$ cat config.mk
export PLATFORM = sky130hd
export DESIGN_NAME = ovl_fire_collector
export DESIGN_NICKNAME = d
export VERILOG_FILES = /design/src/rtl/ovl_fire_pkg.sv /design/src/rtl/ovl_fire_fifo.sv /design/src/rtl/ovl_fire_collector.sv
export SDC_FILE = /design/constraint.sdc
export NUM_CORES = 1
export LEC_CHECK = 0
export CORE_ASPECT_RATIO = 1.5
export CORE_MARGIN = 10
export CORE_UTILIZATION = 53
export CTS_CLUSTER_DIAMETER = 120
export DETAILED_ROUTE_END_ITERATION = 10
export PLACE_DENSITY = 0.76
export SYNTH_ARGS = -nofsm -noshare
export SYNTH_HDL_FRONTEND = slang
export SYNTH_SLANG_ARGS = --single-unit
$ cat constraint.sdc
create_clock -name clock -period 3.3 [get_ports clock]
set_clock_uncertainty 0.05 [all_clocks]
set_input_delay 0.66 -clock clock [delete_from_list [all_inputs] [get_ports clock]]
set_output_delay 0.66 -clock clock [all_outputs]
set_load 0.05 [all_outputs]
$ cat src/rtl/ovl_fire_pkg.sv
// Shared constants and helpers for the OVL fire collector: fire bus bit layout
// and a saturating adder used by the per-class event counters.
package ovl_fire_pkg;

   localparam int FIRE_ASSERT = 0;
   localparam int FIRE_XCHECK = 1;
   localparam int FIRE_COVER  = 2;
   localparam int FIRE_W      = 3;
   localparam int IDX_W       = 5;

   // Adds b to a and clamps the result at max instead of wrapping.
   function automatic logic [31:0] sat_add(input logic [31:0] a,
                                           input logic [31:0] b,
                                           input logic [31:0] max);
      logic [32:0] sum;
      sum = {1'b0, a} + {1'b0, b};
      if (sum > {1'b0, max}) begin
         return max;
      end
      return sum[31:0];
   endfunction

endpackage

$ cat src/rtl/ovl_fire_fifo.sv
// Synchronous event queue with clear. A push while full is accepted only when a
// pop happens in the same cycle; otherwise it is dropped and the caller flags it.
module ovl_fire_fifo #(
   parameter int DW    = 8,
   parameter int DEPTH = 4
) (
   input  logic          clock,
   input  logic          reset,
   input  logic          clear,
   input  logic          push,
   input  logic          pop,
   input  logic [DW-1:0] din,
   output logic [DW-1:0] dout,
   output logic          full,
   output logic          empty
);

   localparam int AW = $clog2(DEPTH);

   logic [DW-1:0] mem_q [DEPTH];
   logic [AW:0]   wr_ptr_q, wr_ptr_d;
   logic [AW:0]   rd_ptr_q, rd_ptr_d;
   logic          push_ok;
   logic          pop_ok;

   assign empty   = (wr_ptr_q == rd_ptr_q);
   assign full    = (wr_ptr_q[AW] != rd_ptr_q[AW]) &&
                    (wr_ptr_q[AW-1:0] == rd_ptr_q[AW-1:0]);
   assign pop_ok  = pop && !empty;
   assign push_ok = push && (!full || pop_ok);

   // Head reads as zero when empty so the read port never shows stale data.
   assign dout = empty ? '0 : mem_q[rd_ptr_q[AW-1:0]];

   always_comb begin
      wr_ptr_d = wr_ptr_q;
      rd_ptr_d = rd_ptr_q;
      if (clear) begin
         wr_ptr_d = '0;
         rd_ptr_d = '0;
      end else begin
         if (push_ok) wr_ptr_d = wr_ptr_q + (AW+1)'(1);
         if (pop_ok)  rd_ptr_d = rd_ptr_q + (AW+1)'(1);
      end
   end

   always_ff @(posedge clock or posedge reset) begin
      if (reset) begin
         wr_ptr_q <= '0;
         rd_ptr_q <= '0;
      end else begin
         wr_ptr_q <= wr_ptr_d;
         rd_ptr_q <= rd_ptr_d;
      end
   end

   always_ff @(posedge clock) begin
      if (push_ok && !clear) begin
         mem_q[wr_ptr_q[AW-1:0]] <= din;
      end
   end

endmodule

$ cat src/rtl/ovl_fire_collector.sv
// Collects OVL checker fire buses into per-class counters, a first-failure record
// and an event queue. Define OVL_FIRE_COLLECTOR_COVER_EN to build the cover counter.
module ovl_fire_collector
   import ovl_fire_pkg::*;
#(
   parameter int num_checkers = 4,
   parameter int count_width  = 16,
   parameter int fifo_depth   = 4
) (
   input  logic                           clock,
   input  logic                           reset,
   input  logic                           enable,
   input  logic                           clear,
   input  logic [num_checkers*FIRE_W-1:0] fire_in,
   output logic [count_width-1:0]         assert_count,
   output logic [count_width-1:0]         xcheck_count,
   output logic [count_width-1:0]         cover_count,
   output logic                           first_valid,
   output logic [IDX_W-1:0]               first_index,
   output logic [count_width-1:0]         first_time,
   output logic                           evt_valid,
   input  logic                           evt_ready,
   output logic [IDX_W-1:0]               evt_index,
   output logic [count_width-1:0]         evt_time,
   output logic                           overflow
);

   localparam int          EVT_W   = IDX_W + count_width;
   localparam logic [31:0] CNT_MAX = 32'((64'd1 << count_width) - 64'd1);

   logic [num_checkers-1:0] a_vec, x_vec;
   logic [5:0]              a_pop, x_pop;
   logic [IDX_W-1:0]        low_idx;
   logic                    any_assert;

   logic [count_width-1:0]  assert_q, assert_d;
   logic [count_width-1:0]  xcheck_q, xcheck_d;
   logic [count_width-1:0]  ts_q, ts_d;
   logic                    first_valid_q, first_valid_d;
   logic [IDX_W-1:0]        first_index_q, first_index_d;
   logic [count_width-1:0]  first_time_q, first_time_d;
   logic                    overflow_q, overflow_d;

   logic                    fifo_push, fifo_pop, fifo_full, fifo_empty;
   logic [EVT_W-1:0]        fifo_dout;

   always_comb begin
      a_vec   = '0;
      x_vec   = '0;
      a_pop   = '0;
      x_pop   = '0;
      low_idx = '0;
      for (int k = 0; k < num_checkers; k++) begin
         a_vec[k] = fire_in[k*FIRE_W + FIRE_ASSERT];
         x_vec[k] = fire_in[k*FIRE_W + FIRE_XCHECK];
         a_pop    = a_pop + 6'(a_vec[k]);
         x_pop    = x_pop + 6'(x_vec[k]);
      end
      // Scan downward so the lowest firing checker wins.
      for (int k = num_checkers - 1; k >= 0; k--) begin
         if (a_vec[k]) low_idx = IDX_W'(k);
      end
   end

   assign any_assert = |a_vec;
   assign fifo_push  = enable && !clear && any_assert;
   assign fifo_pop   = evt_valid && evt_ready;

   always_comb begin
      assert_d      = assert_q;
      xcheck_d      = xcheck_q;
      first_valid_d = first_valid_q;
      first_index_d = first_index_q;
      first_time_d  = first_time_q;
      overflow_d    = overflow_q;
      ts_d          = ts_q + count_width'(1);
      if (clear) begin
         assert_d      = '0;
         xcheck_d      = '0;
         first_valid_d = 1'b0;
         first_index_d = '0;
         first_time_d  = '0;
         overflow_d    = 1'b0;
         ts_d          = '0;
      end else begin
         if (enable) begin
            assert_d = count_width'(sat_add(32'(assert_q), 32'(a_pop), CNT_MAX));
            xcheck_d = count_width'(sat_add(32'(xcheck_q), 32'(x_pop), CNT_MAX));
            if (any_assert && !first_valid_q) begin
               first_valid_d = 1'b1;
               first_index_d = low_idx;
               first_time_d  = ts_q;
            end
         end
         if (fifo_push && fifo_full && !fifo_pop) overflow_d = 1'b1;
      end
   end

   always_ff @(posedge clock or posedge reset) begin
      if (reset) begin
         assert_q      <= '0;
         xcheck_q      <= '0;
         ts_q          <= '0;
         first_valid_q <= 1'b0;
         first_index_q <= '0;
         first_time_q  <= '0;
         overflow_q    <= 1'b0;
      end else begin
         assert_q      <= assert_d;
         xcheck_q      <= xcheck_d;
         ts_q          <= ts_d;
         first_valid_q <= first_valid_d;
         first_index_q <= first_index_d;
         first_time_q  <= first_time_d;
         overflow_q    <= overflow_d;
      end
   end

`ifdef OVL_FIRE_COLLECTOR_COVER_EN
   logic [num_checkers-1:0] c_vec;
   logic [5:0]              c_pop;
   logic [count_width-1:0]  cover_q, cover_d;

   always_comb begin
      c_vec = '0;
      c_pop = '0;
      for (int k = 0; k < num_checkers; k++) begin
         c_vec[k] = fire_in[k*FIRE_W + FIRE_COVER];
         c_pop    = c_pop + 6'(c_vec[k]);
      end
      cover_d = cover_q;
      if (clear) begin
         cover_d = '0;
      end else if (enable) begin
         cover_d = count_width'(sat_add(32'(cover_q), 32'(c_pop), CNT_MAX));
      end
   end

   always_ff @(posedge clock or posedge reset) begin
      if (reset) cover_q <= '0;
      else       cover_q <= cover_d;
   end

   assign cover_count = cover_q;
`else
   logic [num_checkers-1:0] unused_cover_bits;

   always_comb begin
      unused_cover_bits = '0;
      for (int k = 0; k < num_checkers; k++) begin
         unused_cover_bits[k] = fire_in[k*FIRE_W + FIRE_COVER];
      end
   end

   assign cover_count = '0;
`endif

   ovl_fire_fifo #(
      .DW    (EVT_W),
      .DEPTH (fifo_depth)
   ) u_fifo (
      .clock (clock),
      .reset (reset),
      .clear (clear),
      .push  (fifo_push),
      .pop   (fifo_pop),
      .din   ({low_idx, ts_q}),
      .dout  (fifo_dout),
      .full  (fifo_full),
      .empty (fifo_empty)
   );

   assign evt_valid    = !fifo_empty;
   assign evt_index    = fifo_dout[EVT_W-1 -: IDX_W];
   assign evt_time     = fifo_dout[count_width-1:0];

   assign assert_count = assert_q;
   assign xcheck_count = xcheck_q;
   assign first_valid  = first_valid_q;
   assign first_index  = first_index_q;
   assign first_time   = first_time_q;
   assign overflow     = overflow_q;

endmodule

# After elaboration in Yosys (flattened, before gate mapping)

Memory sizes are Yosys's and may differ from the RTL's.
Index checks and enable logic that the tools add are counted.

Register bits: 77
RAM bits: 84
Bits of input ports: 17
Output and inout bits: 93
Memories kept: 1

Memories:

| name         | words | width | read ports | clocked after Yosys merged registers in | wr ports | line                | text |
|---|---|---|---|---|---|---|---|
| u_fifo.mem_q | 4     | 21    | 1          | 0                                       | 1        | ovl_fire_fifo.sv:20 | `logic [DW-1:0] mem_q [DEPTH];` |

Add/subtract/negate cells: 11
Order comparisons: 2
Equality and inequality tests: 3
Multiplexer cells: 37
Reductions and logical operators: 23

Operator list:

| operator                                                         | number |
|---|---|
| two-way mux 16 bit                                               | 12 |
| adder 16 x 4 -> 17 bit                                           | 2 |
| greater-than comparator 17 x 16 -> 1 bit (second input constant) | 2 |
| two-way mux 5 bit                                                | 6 |
| two-way mux 21 bit                                               | 1 |
| adder 16 x 1 -> 16 bit (second input constant)                   | 1 |
| two-way mux 1 bit                                                | 13 |
| two-way mux 3 bit                                                | 4 |
| logical AND 1 bit                                                | 10 |
| nonzero test 2 bit                                               | 5 |
| adder 3 x 1 -> 4 bit                                             | 2 |
| adder 2 x 1 -> 3 bit                                             | 2 |
| adder 3 x 1 -> 3 bit (second input constant)                     | 2 |
| logical NOT 1 bit                                                | 5 |
| adder 1 x 1 -> 2 bit                                             | 2 |
| OR reduction 4 bit                                               | 1 |
| equality test 3 bit                                              | 1 |
| equality test 2 bit                                              | 1 |
| two-way mux 2 bit                                                | 1 |
| AND reduction 2 bit                                              | 1 |
| logical OR 1 bit                                                 | 1 |
| inequality test 1 bit                                            | 1 |

# Longest topological paths before layout

Word-level depth: 11
Gate-level depth with buffers: 11

# Cells and area by module

A second synthesis with hierarchy kept.

Cells, all modules: 570
Area, all modules: 7505.9 um^2

By module, submodules not included:

| module             | times used | cells an instance | area each (um^2) |
|---|---|---|---|
| ovl_fire_collector | 1          | 381               | 3754.9 |
| ovl_fire_fifo      | 1          | 189               | 3751.1 |

# Worst setup path before layout

Ideal clock, no wire load.

Kind: input -> register
Start point: input fire_in[0]
End point: register assert_q[3], in the netlist assert_count[3]
Arrival time: 3.027 ns
Data required time: 3.177 ns
Setup slack: 0.150 ns
Cell stages on the path: 11
Buffers on the path: 1
Cells stage by stage: fa_1 inv_1 fa_1 inv_1 fa_1 and4_1 nand3_1 or3_4 buf_6 a41o_1 a21oi_2

Word-level cells in the longest chain between the ends: 11

RTL lines:

| item                                     | line                      | text |
|---|---|---|
| start, declared                          | ovl_fire_collector.sv:14  | `input logic [num_checkers*FIRE_W-1:0] fire_in,` |
| adder 1 x 1 -> 2 bit (*)                 | ovl_fire_collector.sv:56  | `a_pop = a_pop + 6'(a_vec[k]);` |
| adder 2 x 1 -> 3 bit (*)                 | ovl_fire_collector.sv:56  |  |
| adder 3 x 1 -> 4 bit (*)                 | ovl_fire_collector.sv:56  |  |
| adder 16 x 4 -> 17 bit (*)               | ovl_fire_pkg.sv:16        | `sum = {1'b0, a} + {1'b0, b};` |
| greater-than comparator 17 x 16 -> 1 bit | ovl_fire_pkg.sv:17        | `if (sum > {1'b0, max}) begin` |
| two-way mux 1 bit                        | ovl_fire_pkg.sv:17        |  |
| two-way mux 1 bit                        | ovl_fire_collector.sv:86  | `if (enable) begin` |
| two-way mux 1 bit                        | ovl_fire_collector.sv:77  | `if (clear) begin` |
| two-way mux 16 bit (*)                   | ovl_fire_pkg.sv:20        | `return sum[31:0];` |
| two-way mux 16 bit (*)                   | ovl_fire_collector.sv:86  |  |
| two-way mux 16 bit (*)                   | ovl_fire_collector.sv:77  |  |
| end signal, assigned                     | ovl_fire_collector.sv:109 | `assert_q <= assert_d;` |
| end, declared                            | ovl_fire_collector.sv:36  | `logic [count_width-1:0] assert_q, assert_d;` |

Every way passes the cells marked *; elsewhere a longest branch is shown, timed or not. The select of a mux whose other input is x is not followed.
A chain may end at the register's enable or synchronous reset.

# Worst setup path in the final report

Start point: input fire_in[3]
End point: register assert_q[11], in the netlist assert_count[11]

Same word-level chain as after synthesis.

==> results by group <==
Detailed routing
  • TritonRoute pass-1 iters: 4
  • Antenna-violating nets left: 0
  • Via density: 5.57
  • DRC viols: 0
  • Drt wl/cell: ~19 um
  • DRT Wirelength: about 15 mm
  • Vias after detailed routing: about 4,400
  • Initial DRC count: 200

Cells and area
  • Layout Nets: 650
  • Layout cells sized above 1: between 10% and 20%
  • N_diodes: 0
  • Final core occ: 66.0%
  • Synth-to-Final Area Change: 23.0%
  • Area occupied by multi-input gates: approximately 0.0024 mm2
  • Seq. cell area: roughly 0.0040 mm2
  • Commonest non-fill, non-tap cell in the layout: dfrtp_1
  • Most frequent cells in the layout: dfrtp_1, edfxtp_1, clkdlybuf4s50_1, nor2_1, buf_4
  • Filler cells: roughly 950

Die
  • Initial core utilization: between 50 and 60%
  • Height of the chip: about 160 um
  • Core area: between 0.01 and 0.015 mm2
  • Num rows: 50
  • Die X: ~110 um
  • Die area: 0.0176 mm2
  • # IOs: 110

Synthesis
  • Cell variety after synth: 54
  • Ys flop type: dfrtp_1
  • Number of synthesized flops with an enable pin: between 70 and 80
  • Synthesized netlist cell count: roughly 500
  • Post-synth top area share: 32.4%
  • Ys async rst share: just over 50%
  • Avg Cell Area, Syn: between 10 and 15 um2
  • Synth area leaders: edfxtp_1, dfrtp_1, mux4_2
  • Leading area contributor after synthesis: edfxtp_1
  • Netlist Area Pre-Place: ~0.0067 mm2
  • Register area share after synthesis: 60.1%
  • Synth Register Bits: 146
  • Yosys warning count: 0

Critical path
  • Critical Path End Type: flip-flop
  • Setup CP Type: in2reg
  • Worst Path Required: roughly 3.6 ns
  • Crit Path Max Fanout: 11
  • Worst Path Arrival: 3.46 ns
  • Worst Setup Start Kind: primary input

Run status
  • Outcome: complete, no violations

Pwr
  • Worst VDD drop: roughly 430 uV
  • Switch share: between 30% and 40%
  • Clock power frac: a little under two fifths
  • Power Internal: about 3.3 mW
  • Psw: 1.50 mW
  • Comb power frac: a little over a fifth
  • Pwr/cell area: 582 mW/mm2
  • Sequential power share: about two fifths
  • Tot Pwr: 4.78 mW
  • Lkg Pwr: ~3.3 nW

Timing
  • Max-slew violations: 0
  • Slew headroom: between 40% and 50%
  • Final worst path period share: roughly 96%
  • RSZ-0062 raised after global routing: false
  • Final Setup Violations: 0
  • Max Clk Rate: 0.316 GHz
  • Least-Margin Pin Slew: roughly 0.8 ns
  • Hold Violations, Final: 0
  • Clock period minus worst slack: between 3 and 4 ns

Place
  • Port bufs: 83
  • Final Wtd Congestion: 0.869
  • Hpwl dp: about 10 mm

Global routing
  • Total congestion overflow: 0
  • Grt peak-use layer: met2
  • Met2 Track Usage GR: a little under a third
  • Antenna violations before repair: 0
  • Met1 Use GR: 18.1%
  • Met3 usage: 4.91%
  • Largest net degree at the start of global routing: 35
  • Total Routing Usage GR: between 15 and 20%
  • First-pass GRT wire length: roughly 24 mm
  • Vias in the first global route: 4,707

CTS
  • Root Buffer: clkbuf_16
  • Hold_buf cts: 0
  • Clk sinks: approximately 150
  • Worst-Skew Late Latency: just over 0.4 ns
  • CTS buffer count: 17
  • CTS tree: built
  • H-tree level count: 4
  • Clock buffer depth: 2
  • Worst-path clk slew: ~0.06 ns

Job
  • Max-Cap Viols: 0

Worst hold path
  • Worst hold path type: reg2reg
## power by group through the flow
stage / clock (mW) / combinational (mW) / sequential (mW)
final: 1.78 / 1.02 / 1.99
after detailed placement: 0 / 1.03 / 2.02
after CTS: 1.80 / 1.03 / 1.99
after global placement: 0 / 1.02 / 2.02
after global routing: 1.88 / 1.09 / 1.99
after floorplan: 0 / 0.719 / 2.06
## area by class of cell
type                       instances  share of cell area (%)
sequential                       146                    48.9
multi-input combinational        323                    29.2
timing repair buffer             108                    11.9
clock buffer                      17                    5.18
tap                              156                    2.38
clock inverter                    14                    1.46
inverter                          22                    1.01
## stage by stage
step                area [um2]  setup TNS [ns]  setup WS (ns)  instances  hold WS, ns
floorplan                 6760               0          0.150        535        0.452
global placement          7670           -3.61         -0.290        755        0.430
detailed placement        7670           -5.51         -0.322        755        0.440
CTS                       8210               0         0.0951        786        0.459
global route              8220               0         0.0150        786        0.470
finish                    8220               0          0.132        786        0.455
## Yosys cell counts (2+ instances only)
cell type	n
a22o_1	18
inv_1	22
nor4_1	3
or3_1	3
nor3_2	2
mux2i_1	8
nor2b_1	3
fa_1	6
nand2_1	18
a41o_1	2
xnor2_1	8
a211oi_1	9
xor2_1	11
o21a_1	2
nor2_1	48
buf_2	3
edfxtp_1	72
ha_1	9
nand3_1	19
a21oi_1	17
clkbuf_1	15
nand4_1	2
and4_1	3
o21ai_0	13
o21bai_1	4
buf_6	2
mux4_2	18
a311oi_1	4
nor3_1	10
a31oi_1	9
and4b_1	2
and2_1	23
buf_4	22
and3_1	10
dfrtp_1	74
buf_1	2
## layer usage
| layer | vias to the layer above | share of wire, % |
|---|---|---|
| met5 | - | 0 |
| met4 | 0 | 1.9 |
| met3 | 20 | 5.1 |
| met2 | 107 | 54 |
| met1 | 2204 | 39 |
| li1 | 2048 | - |
## timing repair
| item | 4_1_cts | 5_1_grt |
|---|---|---|
| buffers inserted | 0 | 0 |
| endpoints found under the setup margin | 0 | 1 |
| hold endpoints to repair | 0 | 0 |
| resized for setup | 0 | 1 |
## cells by family after synthesis
kind of cell | share of synthesized area, %
buffers and inverters | 5.22
AOI/OAI and AO/OA | 9.53
DFF | 60.1
adders and majority gates | 3.48
other | 0.0561
muxes | 7.27
and+or+nand+nor | 11.9
xor gates and xnor gates | 2.49
## worst paths after layout
kind	depth (start not counted)	slack [ns]	from	end
worst max-delay path	11	0.13	fire_in[3]	assert_count[11]
worst min-delay path	1	0.46	first_time[9]	first_time[9]
worst max register to register	9	0.95	assert_count[0]	assert_count[11]
worst min register to register	1	0.46	first_time[9]	first_time[9]
max in group asynchronous	3	2.07	reset	ts_q[15]
min in group asynchronous	2	0.50	reset	assert_count[9]
## sequential cells by signal, summed over array words and instances (netlist names)
register / count
assert_count: 16
ts_q: 16
xcheck_count: 16
first_index: 2
first_valid: 1
overflow: 1
u_fifo.rd_ptr_q: 3
u_fifo.mem_q: 72
first_time: 16
u_fifo.wr_ptr_q: 3
## critical path: stages
cell,delay [ns]
clkdlybuf4s50_1,0.45
fa_1,0.52
inv_1,0.05
fa_1,0.38
inv_1,0.08
fa_1,0.18
and4_1,0.22
nand3_1,0.10
or3_4,0.43
a41o_2,0.29
a21oi_1,0.11
Note: power is estimated with default switching activity, not from simulation.
